## config.mk

```make
export PLATFORM = sky130hd
export DESIGN_NAME = traffic_light_monitor_flat
export DESIGN_NICKNAME = d
export VERILOG_FILES = /design/src/rtl/traffic_pkg.sv /design/src/rtl/traffic_light_monitor_if.sv /design/src/rtl/traffic_street_tracker.sv /design/src/rtl/traffic_light_monitor.sv /design/src/flat_wrapper.sv
export SDC_FILE = /design/constraint.sdc
export NUM_CORES = 1
export LEC_CHECK = 0
export CAP_MARGIN = 30
export CORE_MARGIN = 2
export CORE_UTILIZATION = 52
export DETAILED_ROUTE_END_ITERATION = 6
export MAX_ROUTING_LAYER = met4
export PLACE_DENSITY = 0.87
export SYNTH_ARGS = -nofsm -noshare
export SYNTH_HDL_FRONTEND = slang
export SYNTH_HIERARCHICAL = 1
export SYNTH_SLANG_ARGS = --single-unit
```

## constraint.sdc

```tcl
create_clock -name clk -period 2.9 [get_ports clk]
set_input_delay 0.58 -clock clk [delete_from_list [all_inputs] [get_ports clk]]
set_output_delay 0.58 -clock clk [all_outputs]
set_load 0.01 [all_outputs]
```

## src/rtl/traffic_pkg.sv

```systemverilog
// traffic_pkg: shared phase encoding, fault codes and lamp decode helper
// for the traffic light controller and its monitor.
// Contents: phase_t, FLT_* fault code constants, decode_lamps().
package traffic_pkg;

  typedef enum logic [1:0] {
    PH_RED    = 2'd0,
    PH_GREEN  = 2'd1,
    PH_YELLOW = 2'd2,
    PH_UNK    = 2'd3
  } phase_t;

  localparam logic [2:0] FLT_NONE         = 3'd0;
  localparam logic [2:0] FLT_ILLEGAL_LAMP = 3'd1;
  localparam logic [2:0] FLT_CONFLICT     = 3'd2;
  localparam logic [2:0] FLT_BAD_SEQ      = 3'd3;
  localparam logic [2:0] FLT_YELLOW_TIME  = 3'd4;
  localparam logic [2:0] FLT_SHORT_GREEN  = 3'd5;

  // A street only has a meaningful phase when exactly one lamp is lit.
  function automatic phase_t decode_lamps(input logic g, input logic y, input logic r);
    phase_t ph;
    unique case ({g, y, r})
      3'b100:  ph = PH_GREEN;
      3'b010:  ph = PH_YELLOW;
      3'b001:  ph = PH_RED;
      default: ph = PH_UNK;
    endcase
    return ph;
  endfunction

endpackage

```

## src/rtl/traffic_light_monitor_if.sv

```systemverilog
// traffic_light_monitor_if: the six lamp outputs of the traffic light controller.
// Ports: Ga/Ya/Ra (street A), Gb/Yb/Rb (street B); all synchronous to the controller clock.
// Modports: master = controller (drives lamps), slave = monitor (observes lamps).
interface traffic_light_monitor_if;
  logic Ga, Ya, Ra;
  logic Gb, Yb, Rb;

  modport master (output Ga, Ya, Ra, Gb, Yb, Rb);
  modport slave  (input  Ga, Ya, Ra, Gb, Yb, Rb);
endinterface

```

## src/rtl/traffic_street_tracker.sv

```systemverilog
// traffic_street_tracker: per-street phase tracker; decodes lamps, runs the phase FSM
// and duration counter, and flags violations of the current sample (combinational flags).
// Ports: clk, reset_n, g/y/r lamps in; phase (registered), sample_phase, illegal, bad_seq,
// yellow_time, short_green, green_done out.
module traffic_street_tracker
  import traffic_pkg::*;
#(
  parameter int YELLOW_CYCLES = 5,
  parameter int MIN_GREEN     = 6,
  parameter int CNT_W         = 8
) (
  input  logic   clk,
  input  logic   reset_n,
  input  logic   g,
  input  logic   y,
  input  logic   r,
  output phase_t phase,
  output phase_t sample_phase,
  output logic   illegal,
  output logic   bad_seq,
  output logic   yellow_time,
  output logic   short_green,
  output logic   green_done
);

  localparam logic [CNT_W-1:0] CNT_ONE = CNT_W'(1);
  localparam logic [CNT_W-1:0] CNT_MAX = '1;
  localparam logic [CNT_W-1:0] Y_CNT   = CNT_W'(YELLOW_CYCLES);
  localparam logic [CNT_W-1:0] G_MIN   = CNT_W'(MIN_GREEN);

  phase_t           state_q, state_d;
  logic [CNT_W-1:0] cnt_q, cnt_d;
  // Set when the current phase was entered from a known phase; a phase
  // picked up from UNK has an unknown true length and is not timed.
  logic             checked_q, checked_d;
  phase_t           cur;

  assign cur          = decode_lamps(g, y, r);
  assign sample_phase = cur;
  assign phase        = state_q;

  always_ff @(posedge clk or negedge reset_n) begin
    if (!reset_n) begin
      state_q   <= PH_UNK;
      cnt_q     <= '0;
      checked_q <= 1'b0;
    end else begin
      state_q   <= state_d;
      cnt_q     <= cnt_d;
      checked_q <= checked_d;
    end
  end

  always_comb begin
    state_d     = cur;
    cnt_d       = cnt_q;
    checked_d   = checked_q;
    illegal     = (cur == PH_UNK);
    bad_seq     = 1'b0;
    yellow_time = 1'b0;
    short_green = 1'b0;
    green_done  = 1'b0;

    if (cur == PH_UNK) begin
      cnt_d     = '0;
      checked_d = 1'b0;
    end else if (cur != state_q) begin
      cnt_d     = CNT_ONE;
      checked_d = (state_q != PH_UNK);
      unique case (state_q)
        PH_RED:    bad_seq = (cur != PH_GREEN);
        PH_GREEN: begin
          bad_seq = (cur != PH_YELLOW);
          if (cur == PH_YELLOW) begin
            green_done  = 1'b1;
            short_green = checked_q && (cnt_q < G_MIN);
          end
        end
        PH_YELLOW: begin
          bad_seq = (cur != PH_RED);
          if (cur == PH_RED) yellow_time = checked_q && (cnt_q != Y_CNT);
        end
        default: ;  // from UNK any valid phase is accepted
      endcase
    end else begin
      if (cnt_q != CNT_MAX) cnt_d = cnt_q + CNT_ONE;
      // Fires once, on the sample that takes the count to YELLOW_CYCLES+1.
      if (cur == PH_YELLOW && checked_q && cnt_q == Y_CNT) yellow_time = 1'b1;
    end
  end

endmodule

```

## src/rtl/traffic_light_monitor.sv

```systemverilog
// traffic_light_monitor: passive lamp safety/timing checker beside the controller.
// Ports: clk, reset_n, lamps (slave modport); phase_a/phase_b, fault, fault_code,
// err_count, green_cnt_a/green_cnt_b. Optional macro MONITOR_STATS_EN builds the counters.
module traffic_light_monitor
  import traffic_pkg::*;
#(
  parameter int YELLOW_CYCLES = 5,
  parameter int MIN_GREEN     = 6,
  parameter int CNT_W         = 8
) (
  input  logic                          clk,
  input  logic                          reset_n,
  traffic_light_monitor_if.slave        lamps,
  output phase_t                        phase_a,
  output phase_t                        phase_b,
  output logic                          fault,
  output logic [2:0]                    fault_code,
  output logic [7:0]                    err_count,
  output logic [15:0]                   green_cnt_a,
  output logic [15:0]                   green_cnt_b
);

  phase_t     samp_a, samp_b;
  logic       ill_a, seq_a, yt_a, sg_a, gd_a;
  logic       ill_b, seq_b, yt_b, sg_b, gd_b;
  logic       conflict;
  logic [2:0] code_d;
  logic       viol;

  traffic_street_tracker #(.YELLOW_CYCLES(YELLOW_CYCLES), .MIN_GREEN(MIN_GREEN), .CNT_W(CNT_W)) u_trk_a (
    .clk(clk), .reset_n(reset_n), .g(lamps.Ga), .y(lamps.Ya), .r(lamps.Ra),
    .phase(phase_a), .sample_phase(samp_a), .illegal(ill_a), .bad_seq(seq_a),
    .yellow_time(yt_a), .short_green(sg_a), .green_done(gd_a)
  );

  traffic_street_tracker #(.YELLOW_CYCLES(YELLOW_CYCLES), .MIN_GREEN(MIN_GREEN), .CNT_W(CNT_W)) u_trk_b (
    .clk(clk), .reset_n(reset_n), .g(lamps.Gb), .y(lamps.Yb), .r(lamps.Rb),
    .phase(phase_b), .sample_phase(samp_b), .illegal(ill_b), .bad_seq(seq_b),
    .yellow_time(yt_b), .short_green(sg_b), .green_done(gd_b)
  );

  // Right-of-way conflict only judged when both streets show a single lamp.
  assign conflict = !ill_a && !ill_b && (samp_a != PH_RED) && (samp_b != PH_RED);

  // Written highest code first so the lowest-numbered violation wins.
  always_comb begin
    code_d = FLT_NONE;
    if (sg_a || sg_b)   code_d = FLT_SHORT_GREEN;
    if (yt_a || yt_b)   code_d = FLT_YELLOW_TIME;
    if (seq_a || seq_b) code_d = FLT_BAD_SEQ;
    if (conflict)       code_d = FLT_CONFLICT;
    if (ill_a || ill_b) code_d = FLT_ILLEGAL_LAMP;
  end

  assign viol = (code_d != FLT_NONE);

  always_ff @(posedge clk or negedge reset_n) begin
    if (!reset_n) begin
      fault      <= 1'b0;
      fault_code <= FLT_NONE;
    end else if (viol && !fault) begin
      fault      <= 1'b1;
      fault_code <= code_d;
    end
  end

`ifdef MONITOR_STATS_EN
  always_ff @(posedge clk or negedge reset_n) begin
    if (!reset_n) begin
      err_count   <= '0;
      green_cnt_a <= '0;
      green_cnt_b <= '0;
    end else begin
      if (viol && err_count != 8'hFF)        err_count   <= err_count + 8'd1;
      if (gd_a && green_cnt_a != 16'hFFFF)   green_cnt_a <= green_cnt_a + 16'd1;
      if (gd_b && green_cnt_b != 16'hFFFF)   green_cnt_b <= green_cnt_b + 16'd1;
    end
  end
`else
  // Green-done pulses have no consumer when statistics are not built.
  logic stats_unused;
  assign stats_unused = gd_a | gd_b;
  assign err_count    = '0;
  assign green_cnt_a  = '0;
  assign green_cnt_b  = '0;
`endif

endmodule

```

## src/flat_wrapper.sv

```systemverilog
// flat-port wrapper written by rule: the top's interface ports become plain ports
module traffic_light_monitor_flat import traffic_pkg::*;
#(
  parameter int YELLOW_CYCLES = 5,
  parameter int MIN_GREEN     = 6,
  parameter int CNT_W         = 8
)
  (clk, reset_n, phase_a, phase_b, fault, fault_code, err_count, green_cnt_a, green_cnt_b, lamps_Ga, lamps_Ya, lamps_Ra, lamps_Gb, lamps_Yb, lamps_Rb);
  traffic_light_monitor_if lamps_i ();
  input  logic clk;
  input  logic reset_n;
  output phase_t phase_a;
  output phase_t phase_b;
  output logic fault;
  output logic [2:0] fault_code;
  output logic [7:0] err_count;
  output logic [15:0] green_cnt_a;
  output logic [15:0] green_cnt_b;
  input wire logic [$bits(lamps_i.Ga)-1:0] lamps_Ga;
  input wire logic [$bits(lamps_i.Ya)-1:0] lamps_Ya;
  input wire logic [$bits(lamps_i.Ra)-1:0] lamps_Ra;
  input wire logic [$bits(lamps_i.Gb)-1:0] lamps_Gb;
  input wire logic [$bits(lamps_i.Yb)-1:0] lamps_Yb;
  input wire logic [$bits(lamps_i.Rb)-1:0] lamps_Rb;
  assign lamps_i.Ga = lamps_Ga;
  assign lamps_i.Ya = lamps_Ya;
  assign lamps_i.Ra = lamps_Ra;
  assign lamps_i.Gb = lamps_Gb;
  assign lamps_i.Yb = lamps_Yb;
  assign lamps_i.Rb = lamps_Rb;
  traffic_light_monitor #(.YELLOW_CYCLES(YELLOW_CYCLES), .MIN_GREEN(MIN_GREEN), .CNT_W(CNT_W)) u_core (.clk(clk), .reset_n(reset_n), .lamps(lamps_i), .phase_a(phase_a), .phase_b(phase_b), .fault(fault), .fault_code(fault_code), .err_count(err_count), .green_cnt_a(green_cnt_a), .green_cnt_b(green_cnt_b));
endmodule
```

Word level (Yosys, flattened, before mapping)
Cells that the tools add are included.

Shift-type cells: 0. Multiply operators: 0. Equality and inequality tests: 28. Reductions and logical operators: 30. Div/mod/pow operators: 0. Add/sub/neg operators: 2. $lt $le $gt $ge: 2. Bitwise gates (word level): 0. Mux-type cells: 41.

Operator list (count): two-way mux 8 bit (6); two-way mux 1 bit (26); adder 8 x 1 -> 8 bit (second input constant) (2); == test 8 x 3 -> 1 bit (second input constant) (2); less-than comparator 8 x 3 -> 1 bit (second input constant) (2); != test 8 x 3 -> 1 bit (second input constant) (2); != test 8 bit (second input constant) (2); two-way mux 3 bit (5); == test 2 bit (second input constant) (6); logical AND 1 bit (12); case mux 2 bit (3 select lines) (2); nonzero test 3 bit (3); zero test 2 bit (4); != test 2 bit (second input constant) (4); nonzero test 2 bit (4); == test 3 x 1 -> 1 bit (second input constant) (2); == test 3 x 2 -> 1 bit (second input constant) (2); == test 3 bit (second input constant) (2); case mux 1 bit (3 select lines) (2); == test 2 x 1 -> 1 bit (second input constant) (2); logical OR 1 bit (4); != test 2 x 1 -> 1 bit (second input constant) (2); != test 2 bit (2); zero test 1 bit (3).

Bits in read-only memories: 0. Input bits: 8. Memories kept: 0. Bits in latches: 0. Register bits after elaboration: 26. Bits in writable memories: 0. Logic and storage cells: 111.

Logic depth before layout (Yosys ltp)
Gate-level depths: netlist of run 1.

Depth after elaboration: 15. Gate-level depth with buffers: 8.

Hierarchy
Netlist of run 1, hierarchy kept.

Modules (own cells, without submodules): traffic_street_tracker (cells an instance 80, instances 2, area an instance 762.0 um^2, seq. area each 277.8 um^2); traffic_light_monitor (cells an instance 64, instances 1, area an instance 521.8 um^2, seq. area each 100.1 um^2).

Worst setup path after synthesis of run 1
OpenSTA, ideal clock, no wires.

Path kind: input-to-reg. Start: input lamps_Ya. End: register u_core.fault_code[0]. Setup time: 0.142 ns. Setup slack: 0.864 ns. Cell stages on the path: 6. Buffers on the path: 1. Required time: 2.758 ns. Arrival time: 1.895 ns. Cell sequence: clkbuf_1 nand2_1 and2_1 or4_4 a21oi_1 a221oi_1.

Elaborated cells on any way between the ends: 40.

RTL lines: from (decl) (RTL line flat_wrapper.sv:20) `input wire logic [$bits(lamps_i.Ya)-1:0] lamps_Ya;`; == test 3 x 1 -> 1 bit (tied with other cells) (RTL line traffic_pkg.sv:23) `unique case ({g, y, r})`; case mux 2 bit (3 select lines) (*) (RTL line traffic_pkg.sv:23); == test 2 bit (*) (RTL line traffic_street_tracker.sv:58) `illegal = (cur == PH_UNK);`; named net u_core.ill_a (RTL line traffic_light_monitor.sv:24) `logic ill_a, seq_a, yt_a, sg_a, gd_a;`; two-way mux 1 bit (RTL line traffic_street_tracker.sv:64) `if (cur == PH_UNK) begin`; logical OR 1 bit (RTL line traffic_light_monitor.sv:48) `if (sg_a || sg_b) code_d = FLT_SHORT_GREEN;`; two-way mux 3 bit (RTL line traffic_light_monitor.sv:48); two-way mux 3 bit (RTL line traffic_light_monitor.sv:49) `if (yt_a || yt_b) code_d = FLT_YELLOW_TIME;`; two-way mux 3 bit (RTL line traffic_light_monitor.sv:50) `if (seq_a || seq_b) code_d = FLT_BAD_SEQ;`; two-way mux 3 bit (RTL line traffic_light_monitor.sv:51) `if (conflict) code_d = FLT_CONFLICT;`; two-way mux 3 bit (*) (RTL line traffic_light_monitor.sv:52) `if (ill_a || ill_b) code_d = FLT_ILLEGAL_LAMP;`; nonzero test 3 bit (RTL line traffic_light_monitor.sv:55) `assign viol = (code_d != FLT_NONE);`; logical AND 1 bit (RTL line traffic_light_monitor.sv:61) `end else if (viol && !fault) begin`; to (signal assigned) (RTL line traffic_light_monitor.sv:63) `fault_code <= code_d;`; to (decl) (RTL line traffic_light_monitor.sv:17) `output logic [2:0] fault_code,`.

Mark *: on every way through the listed nets, which the timed path passes. The rest lies on a longest branch. A chain may end at the register's enable or synchronous reset.

Worst setup path in the final report of run 1
Start: input lamps_Gb. End: register u_core.fault_code[2].

Word-level cells in the longest chain between the ends: 15. Elaborated cells on any way between the ends: 40.

RTL lines: from (decl) (RTL line flat_wrapper.sv:22) `input wire logic [$bits(lamps_i.Gb)-1:0] lamps_Gb;`; == test 3 x 1 -> 1 bit (tied with other cells) (RTL line traffic_pkg.sv:23); case mux 2 bit (3 select lines) (*) (RTL line traffic_pkg.sv:23); == test 2 bit (RTL line traffic_street_tracker.sv:88) `if (cur == PH_YELLOW && checked_q && cnt_q == Y_CNT) yellow_time = 1'b1;`; logical AND 1 bit (2 in a row) (RTL line traffic_street_tracker.sv:88); two-way mux 1 bit (RTL line traffic_street_tracker.sv:88); two-way mux 1 bit (RTL line traffic_street_tracker.sv:67) `end else if (cur != state_q) begin`; two-way mux 1 bit (*) (RTL line traffic_street_tracker.sv:64); named net u_core.yt_b (RTL line traffic_light_monitor.sv:25) `logic ill_b, seq_b, yt_b, sg_b, gd_b;`; logical OR 1 bit (*) (RTL line traffic_light_monitor.sv:49); two-way mux 3 bit (*) (RTL line traffic_light_monitor.sv:49); two-way mux 3 bit (*) (RTL line traffic_light_monitor.sv:50); two-way mux 3 bit (*) (RTL line traffic_light_monitor.sv:51); two-way mux 3 bit (*) (RTL line traffic_light_monitor.sv:52); nonzero test 3 bit (RTL line traffic_light_monitor.sv:55); logical AND 1 bit (RTL line traffic_light_monitor.sv:61).

Marks and branches as above.

==> results.yml, run 1 <==
clock_network:
  cts_buffers: 3
  postCtsHoldBufs: 0
  cts_max_level: 1
  clock_latency_ns: 0.26
  clock_path_buffers: 2
  cts_tree: "built"
  cts-root-buf: "clkbuf_8"
  cts_setup_buffers: 0
  post_cts_resized: 0
  clk_pin_slew_ns: 0.08
  cts.sinks: 26
timing:
  fin_skew_ns: 0.002114
  post-route-period-util: 0.8176
  rsz0062_at_grt: "false"
  drv_slew: 0
  tns_ns: 0
  final.min_clock_period_ns: 2.371
  tightest_slew_ns: 0.5686
  finalWorstSetupSlack_ns: 0.5289
  setup_viol: 0
  fmax_mhz: 421.8
  hold_viol: 0
  relSlewSlack: 0.6111
route:
  drtIter0Drc: 110
  vias: 1523
  drtPass1Iterations: 4
  wl_per_cell_um: 12.41
  wirelength_um: 3524
  drc: 0
  viasPerCell: 5.363
  ant_nets: 0
cells_and_area:
  nets: 250
  multi_input_area_um2: 1169
  mostFrequentLayoutCells: "conb_1 (40), dfrtp_1 (22), nor2_1 (20)"
  drive_above_1_share: 0.1398
  mostFrequentLayoutCell: "conb_1"
  area_delta_synth_final_pct: 4.051
  regArea_um2: 655.6
  finalNonFillerCells: 284
  diodes: 0
  num-fill-cells: 334
global_routing:
  antenna_found_initial: 0
  grt_first_pass_wirelength_um: 6023
  gr-total-overflow: 0
  grt_pass1_vias: 1385
  gr-usage-all-layers: 0.1768
  grt_max_degree: 27
die:
  num_rows: 22
  io_pins: 56
  start_util: 0.5485
  die_h_um: 66.61
  core_um2: 3716
  die_w_um: 66.61
  die-area_um2: 4436
worst_setup_path:
  r2r_end: "u_core/fault_code[1]$_DFFE_PN0P_"
  startpoint_type: "input port"
  worstReg2RegStart: "u_core/u_trk_b/phase[0]$_DFF_PN1_"
  arrival_ns: 2.53
  end_kind: "flop"
  reg2reg_depth: 6
  critPathMaxFanout: 6
  r2r_slack_ns: 0.90
  crit_type: "input port to flop"
  required_ns: 3.06
placed_design:
  numPortBuffers: 15
  hpwl_um: 2659
  place_ws_ns: 0.2574
  gp_congestion: 0.8162
  placedCellCount: 281
synth:
  avgSynthCellArea_um2: 9.181
  ys.warnings.count: 6
  synth_area_um2: 2038
  syn_inst: 222
min_path:
  holdPathEnd: "u_core/fault_code[2]$_DFFE_PN0P_"
  hp-class: "flop to flop"
  worstHoldStart: "u_core/fault_code[2]$_DFFE_PN0P_"
  hold_depth: 1
power_and_ir_drop:
  leakagePower_nw: 0.9155
  power_density_nw_per_um2: 351.3
  ir_drop_uv: 203.0
status:
  outcome: "finished clean"
run:
  cap_violations: 0
## registers in the layout, summed over array words and instances, names as in the netlist
signal / cells
u_core/fault: 1
u_core/u_trk_b/cnt_q: 8
u_core/fault_code: 3
u_core/u_trk_a/cnt_q: 8
u_core/u_trk_b/checked_q: 1
u_core/u_trk_a/checked_q: 1
u_core/u_trk_b/phase: 2
u_core/u_trk_a/phase: 2
## worst max-delay path by stage
stage	startpoint	to	slack (ns)	cells after the start
floorplan	lamps_Gb	u_core/fault_code[1]$_DFFE_PN0P_	0.87	8
global placement	lamps_Gb	u_core/fault_code[1]$_DFFE_PN0P_	0.29	8
detailed placement	lamps_Gb	u_core/fault_code[1]$_DFFE_PN0P_	0.26	8
CTS	lamps_Gb	u_core/fault_code[1]$_DFFE_PN0P_	0.54	8
global route	lamps_Rb	u_core/fault_code[1]$_DFFE_PN0P_	0.32	7
finish	lamps_Gb	u_core/fault_code[2]$_DFFE_PN0P_	0.53	8
## per-stage QoR
| stage | utilization | area (µm²) | hold WS [ns] | total power, W |
|---|---|---|---|---|
| floorplan | - | 2185 | 0.2844 | 0.0005387 |
| global placement | 0.5596 | 2079 | 0.4876 | 0.0005501 |
| detailed placement | 0.5596 | 2079 | 0.4962 | 0.0005515 |
| CTS | 0.5707 | 2121 | 0.5276 | 0.0007527 |
| global route | 0.5707 | 2121 | 0.5599 | 0.0007858 |
| finish | 0.5707 | 2121 | 0.5181 | 0.0007450 |
## power by group
part | total, W | internal [W] | switching (W)
Sequential | 0.000399 | 0.000381 | 0.0000186
Combinational | 0.000148 | 0.0000624 | 0.0000853
Clock | 0.000198 | 0.0000928 | 0.000105
Total | 0.000745 | 0.000536 | 0.000209
## cell type report
cell class / instances / share of cell area
Inverter: 6 / 0.01062
Timing Repair Buffer: 18 / 0.08142
Multi-Input combinational cell: 183 / 0.5510
Tap cell: 48 / 0.02832
Clock buffer: 3 / 0.01947
Sequential cell: 26 / 0.3091
## critical path, cell delays in order
cell	delay (ns)
clkdlybuf4s50_1	0.59
nand2b_4	0.20
mux2_2	0.16
o32a_1	0.21
o31ai_4	0.08
nor4_1	0.43
nor2_1	0.09
o22a_1	0.19
## routing by layer
layer,vias to the layer above,track usage,routed length (µm)
li1,735,-,-
met1,734,0.2327,1669
met2,52,0.2913,1654
met3,2,0.02196,191
met4,0,0.04337,8
met5,-,-,0
No activity file was read; power rests on OpenSTA's default activity.
==> run 2, diff against run 1 <==
--- a/config.mk
+++ b/config.mk
@@ -7,10 +7,10 @@
 export LEC_CHECK = 0
 export CAP_MARGIN = 30
 export CORE_MARGIN = 2
-export CORE_UTILIZATION = 52
+export CORE_UTILIZATION = 44
 export DETAILED_ROUTE_END_ITERATION = 6
 export MAX_ROUTING_LAYER = met4
-export PLACE_DENSITY = 0.87
+export PLACE_DENSITY = 0.79
 export SYNTH_ARGS = -nofsm -noshare
 export SYNTH_HDL_FRONTEND = slang
 export SYNTH_HIERARCHICAL = 1
==> constraint.sdc (replaced) <==
create_clock -name clk -period 2 [get_ports clk]
set_input_delay 0.4 -clock clk [delete_from_list [all_inputs] [get_ports clk]]
set_output_delay 0.4 -clock clk [all_outputs]
set_load 0.01 [all_outputs]
==> run 2 against run 1 <==
Against the previous run: cell count is 11% higher; utilization is 3.7 points lower; die area is 17% higher; sequential power is 45% higher; sequential cell count stayed put; critical endpoint is now u_core/fault_code[0]$_DFFE_PN0P_; global-route usage is 2.2 points lower; register-to-register slack worse by 0.85 ns; first-iteration DRC count is 7.3% higher.
==> results.yml, run 2 (synthesized netlist as in run 1, its figures left out) <==
power_and_ir_drop:
  leakagePower_nw: 1.078
  power_density_nw_per_um2: 493.9
  ir_drop_uv: 325.9
  total_power_w: 0.001164
cells_and_area:
  mostFrequentLayoutCell: "conb_1"
  reg_top3: "u_core/u_trk_a/cnt_q (8), u_core/u_trk_b/cnt_q (8), u_core/fault_code (3)"
  diodes: 0
  nets: 276
  drive_above_1_share: 0.2395
  area_delta_synth_final_pct: 15.65
  mostFrequentLayoutCells: "conb_1 (40), buf_4 (29), dfrtp_1 (22)"
  final_cell_area_um2: 2357
timing:
  drv_slew: 0
  setup_viol: 0
  final.min_clock_period_ns: 1.954
  holdWs_ns: 0.5048
  fmax_mhz: 511.7
  fin_skew_ns: 0.001066
  finalWorstSetupSlack_ns: 0.04592
  rsz0062_at_grt: "true"
  post-route-period-util: 0.9770
  hold_viol: 0
  tns_ns: 0
worst_setup_path:
  crit_slowest_cell: "clkdlybuf4s50_1"
  end_kind: "flop"
  path_cells: "clkdlybuf4s50_1 -> nand2_1 -> and2_1 -> or4_4 -> a21oi_1 -> a221oi_1"
  worstReg2RegStart: "u_core/u_trk_a/phase[0]$_DFF_PN1_"
  startpoint_type: "input port"
  crit_type: "input port to flop"
  slowest_delay_ns: 0.61
  r2r_end: "u_core/fault_code[1]$_DFFE_PN0P_"
  arrival_ns: 2.09
  required_ns: 2.14
  r2r_slack_ns: 0.05
  reg2reg_depth: 6
  critPathMaxFanout: 7
status:
  outcome: "finished clean"
route:
  wl_per_cell_um: 12.07
  wirelength_um: 3802
  drc: 0
  viasPerCell: 5.117
  drtPass1Iterations: 4
  ant_nets: 0
  drtIter0Drc: 118
  vias: 1612
placed_design:
  numPortBuffers: 15
  hpwl_um: 2960
  placedInstanceArea_um2: 2272
  place_ws_ns: -0.4484
  gp_congestion: 0.8307
clock_network:
  cts_max_level: 1
  cts_buffers: 3
  postCtsHoldBufs: 0
  clk_pin_slew_ns: 0.09
  clock_latency_ns: 0.26
  cts_tree: "built"
  cts.sinks: 26
  clock_path_buffers: 2
  cts-root-buf: "clkbuf_8"
die:
  die_h_um: 72.06
  die_w_um: 72.06
  core_um2: 4414
  num_rows: 24
  start_util: 0.4617
  die-area_um2: 5193
  io_pins: 56
global_routing:
  gr-total-overflow: 0
  grt_pass1_vias: 1373
  met2_usage: 0.2426
  antenna_found_initial: 0
  grt_max_degree: 27
  gr-usage-all-layers: 0.1548
  grt_util_met1: 0.2141
  grt.met3_usage: 0.01667
  grt_first_pass_wirelength_um: 6348
  grt.busiest_layer: "met2"
min_path:
  hp-class: "input port to async pin"
run:
  cap_violations: 0
-- run 2: worst max-delay path by stage --
| stage | to | from | cells past startpoint |
|---|---|---|---|
| floorplan | u_core/fault_code[1]$_DFFE_PN0P_ | u_core/u_trk_b/phase[0]$_DFF_PN1_ | 7 |
| global placement | u_core/fault_code[1]$_DFFE_PN0P_ | lamps_Rb | 8 |
| detailed placement | u_core/fault_code[2]$_DFFE_PN0P_ | lamps_Rb | 8 |
| CTS | u_core/fault_code[1]$_DFFE_PN0P_ | u_core/u_trk_b/phase[0]$_DFF_PN1_ | 6 |
| global route | u_core/fault_code[1]$_DFFE_PN0P_ | u_core/u_trk_a/phase[0]$_DFF_PN1_ | 6 |
| finish | u_core/fault_code[0]$_DFFE_PN0P_ | lamps_Ya | 6 |
-- run 2: timing repair --
item,4_1_cts,5_1_grt
resized for setup,5,6
setup endpoints to repair,4,4
buffers inserted,0,1
-- run 2: final cells by class --
type | instances | area (µm²)
inverter | 6 | 22.52
timing repair buffer | 44 | 365.4
multi-input combinational | 183 | 1194
sequential | 26 | 655.6
clock buffer | 4 | 55.05
fill | 410 | 2057
tap | 52 | 65.06
-- run 2: through the flow --
stage                       util  cells
after floorplan                -    261
after global placement    0.5147    310
after detailed placement  0.5147    310
after CTS                 0.5275    314
after global routing      0.5340    315
final                     0.5340    315
-- run 2: routing by layer --
layer  up-vias  wire length (µm)
li1        793                 -
met1       771              1760
met2        44              1859
met3         4               146
met4         0                36
met5         -                 0
-- run 2: worst max-delay path, delay by kind of cell --
family	cells	cell delay, ns
buffers and inverters	1	0.61
and+or+nand+nor	3	0.86
AOI/OAI and AO/OA	2	0.22
-- run 2: power breakdown --
part / internal [W] / switching (W)
logic: 0.000117 / 0.000135
clock network: 0.000176 / 0.000160
registers: 0.000552 / 0.0000251
total: 0.000844 / 0.000320
==> run 3, diff against run 2 <==
--- a/config.mk
+++ b/config.mk
@@ -5,12 +5,13 @@
 export SDC_FILE = /design/constraint.sdc
 export NUM_CORES = 1
 export LEC_CHECK = 0
+export ABC_AREA = 1
 export CAP_MARGIN = 30
 export CORE_MARGIN = 2
-export CORE_UTILIZATION = 44
+export CORE_UTILIZATION = 45
 export DETAILED_ROUTE_END_ITERATION = 6
 export MAX_ROUTING_LAYER = met4
-export PLACE_DENSITY = 0.79
+export PLACE_DENSITY = 0.8
 export SYNTH_ARGS = -nofsm -noshare
 export SYNTH_HDL_FRONTEND = slang
 export SYNTH_HIERARCHICAL = 1
==> run 3 against run 2 <==
Against the previous run: sequential power hardly changed; non-clock buffer count is 2 higher; setup slack better by 0.014 ns; sequential share of layout area is 2.6 points lower; largest cell class unchanged; utilization is 2.0 points higher; routed wire length is 17% higher; maximum frequency is 0.71% higher.
==> results.yml, run 3 <==
status:
  outcome: "finished clean"
die:
  die-area_um2: 5396
  start_util: 0.4627
  num_rows: 25
  core_um2: 4692
  die_h_um: 73.46
  io_pins: 56
  die_w_um: 73.46
synth:
  ys.warnings.count: 6
  synth-seq-area-share: 0.3020
  synth_cell_types: 27
  synth_seq_cells: 26
  synthTopCellsByArea: "dfrtp_1 (25%), buf_4 (14%), nand2_1 (11%)"
  yosysTopAreaCell: "dfrtp_1"
  dominantRegCellSynth: "dfrtp_1"
  synth_top_area_frac: 0.2536
  synth_area_um2: 2171
  avgSynthCellArea_um2: 7.285
  yosysMostFrequentCell: "nand2_1"
  synthArstFlopShare: 1.000
  synth_edf_count: 0
  synth_common_cells: "nand2_1 (65), buf_4 (40), inv_1 (33)"
  syn_inst: 298
cells_and_area:
  nets: 362
  reg_top3: "u_core/u_trk_a/cnt_q (8), u_core/u_trk_b/cnt_q (8), u_core/fault_code (3)"
  area_delta_synth_final_pct: 19.83
  num-fill-cells: 430
  final_cell_area_um2: 2601
  drive_above_1_share: 0.3152
  mostFrequentLayoutCell: "nand2_1"
  diodes: 0
  mostFrequentLayoutCells: "nand2_1 (61), conb_1 (40), buf_4 (31), inv_1 (31), nand3_1 (26)"
global_routing:
  grt_max_degree: 27
  grt_first_pass_wirelength_um: 7113
  gr-total-overflow: 0
  antenna_found_initial: 0
  grt_util_met1: 0.2050
  met2_usage: 0.2956
  grt_pass1_vias: 1699
  grt.busiest_layer: "met2"
  grt.met3_usage: 0.02195
  gr-usage-all-layers: 0.1706
timing:
  fmax_mhz: 515.4
  drv_slew: 0
  post-route-period-util: 0.9702
  setup_viol: 0
  final.min_clock_period_ns: 1.940
  fin_skew_ns: 0.003460
  tns_ns: 0
  hold_viol: 0
  holdWs_ns: 0.4840
route:
  vias: 1894
  drc: 0
  viasPerCell: 4.700
  wl_per_cell_um: 11.07
  ant_nets: 0
  wirelength_um: 4462
  drtIter0Drc: 42
  drtPass1Iterations: 4
worst_setup_path:
  crit_type: "input port to flop"
  critPathMaxFanout: 5
  arrival_ns: 2.10
  required_ns: 2.16
  end_kind: "flop"
  startpoint_type: "input port"
clock_network:
  cts.sinks: 26
  clk_pin_slew_ns: 0.09
  cts-root-buf: "clkbuf_8"
  clock_path_buffers: 2
  clock_latency_ns: 0.27
  cts_tree: "built"
  cts_max_level: 1
  cts_buffers: 3
placed_design:
  gp_congestion: 0.9012
  numPortBuffers: 15
  hpwl_um: 3077
  placedInstanceArea_um2: 2377
power_and_ir_drop:
  power_density_nw_per_um2: 540.4
  total_power_w: 0.001406
  ir_drop_uv: 289.1
  leakagePower_nw: 1.381
run:
  cap_violations: 0
min_path:
  hp-class: "input port to async pin"
## run 3: kinds of logic (layout without fill, tap and decap cells)
| logic type | Yosys count | after routing | share of synthesized area |
|---|---|---|---|
| other cells | 1 | 40 | 0.001727 |
| fa+ha+maj | 4 | 4 | 0.02306 |
| compound gates | 14 | 14 | 0.03343 |
| flops | 26 | 26 | 0.3020 |
| simple gates | 172 | 174 | 0.4259 |
| xor+xnor | 2 | 2 | 0.008071 |
| buf+inv | 79 | 89 | 0.2058 |
## run 3: layout make-up
type	count	area, µm²	share of cell area
clock buffer	3	41.29	0.01587
clock inverter	1	30.03	0.01154
inverter	39	146.4	0.05628
multi-input combinational	234	1300	0.4998
sequential	26	655.6	0.2520
tap	54	67.56	0.02597
timing repair buffer	46	360.3	0.1385
## run 3: power breakdown
part	leakage (nW)	total, W	switching, W	internal [W]
Sequential	0.340	0.000578	0.0000277	0.000550
Clock	0.0357	0.000441	0.000173	0.000268
Combinational	1.00	0.000387	0.000227	0.000159
Total	1.38	0.00141	0.000428	0.000978
## run 3: metal layers
metal | vias to the layer above | wire [µm]
met5 | - | 0
met4 | 0 | 89
met3 | 10 | 148
met2 | 47 | 2337
met1 | 870 | 1886
li1 | 967 | -
## run 3: worst max-delay path, cell delays in order
cell	delay (ns)
dlygate4sd2_1	0.25
inv_2	0.12
nand3_4	0.12
nand3_4	0.12
nand2_2	0.08
nand2_1	0.10
nand3_2	0.10
nand2_2	0.09
nor2_1	0.04
inv_1	0.10
nand2_2	0.07
nor2_2	0.11
nand2_1	0.09
nand4_2	0.09
nand2_2	0.08
nand2_1	0.06
nand2_1	0.06
## run 3: what timing repair did
item                       4_1_cts  5_1_grt
hold buffers                     0        0
cloned                           2        0
gates resized for setup         14       18
setup endpoints to repair        4        4
setup buffers                    4        8
pin swaps                        8        9
## run 3: final timing paths
kind	from	endpoint	slack, ns	cells after the start
min in group clk	u_core/fault_code[0]$_DFFE_PN0P_	u_core/fault_code[0]$_DFFE_PN0P_	0.49	2
hold reg to reg	u_core/fault_code[0]$_DFFE_PN0P_	u_core/fault_code[0]$_DFFE_PN0P_	0.49	2
hold / removal	reset_n	u_core/fault_code[1]$_DFFE_PN0P_	0.48	2
setup / recovery	lamps_Gb	u_core/fault_code[2]$_DFFE_PN0P_	0.06	17
max in group asynchronous	reset_n	u_core/u_trk_b/phase[1]$_DFF_PN1_	1.22	2
setup reg to reg	u_core/u_trk_b/phase[1]$_DFF_PN1_	u_core/fault_code[2]$_DFFE_PN0P_	0.11	13
## run 3: through the flow
stage | instances | util | setup WS [ns]
floorplan | 337 | - | 0.2523
global placement | 385 | 0.5067 | -0.3447
detailed placement | 385 | 0.5067 | -0.4323
CTS | 395 | 0.5384 | 0.1070
global route | 403 | 0.5544 | -0.04859
finish | 403 | 0.5544 | 0.05962
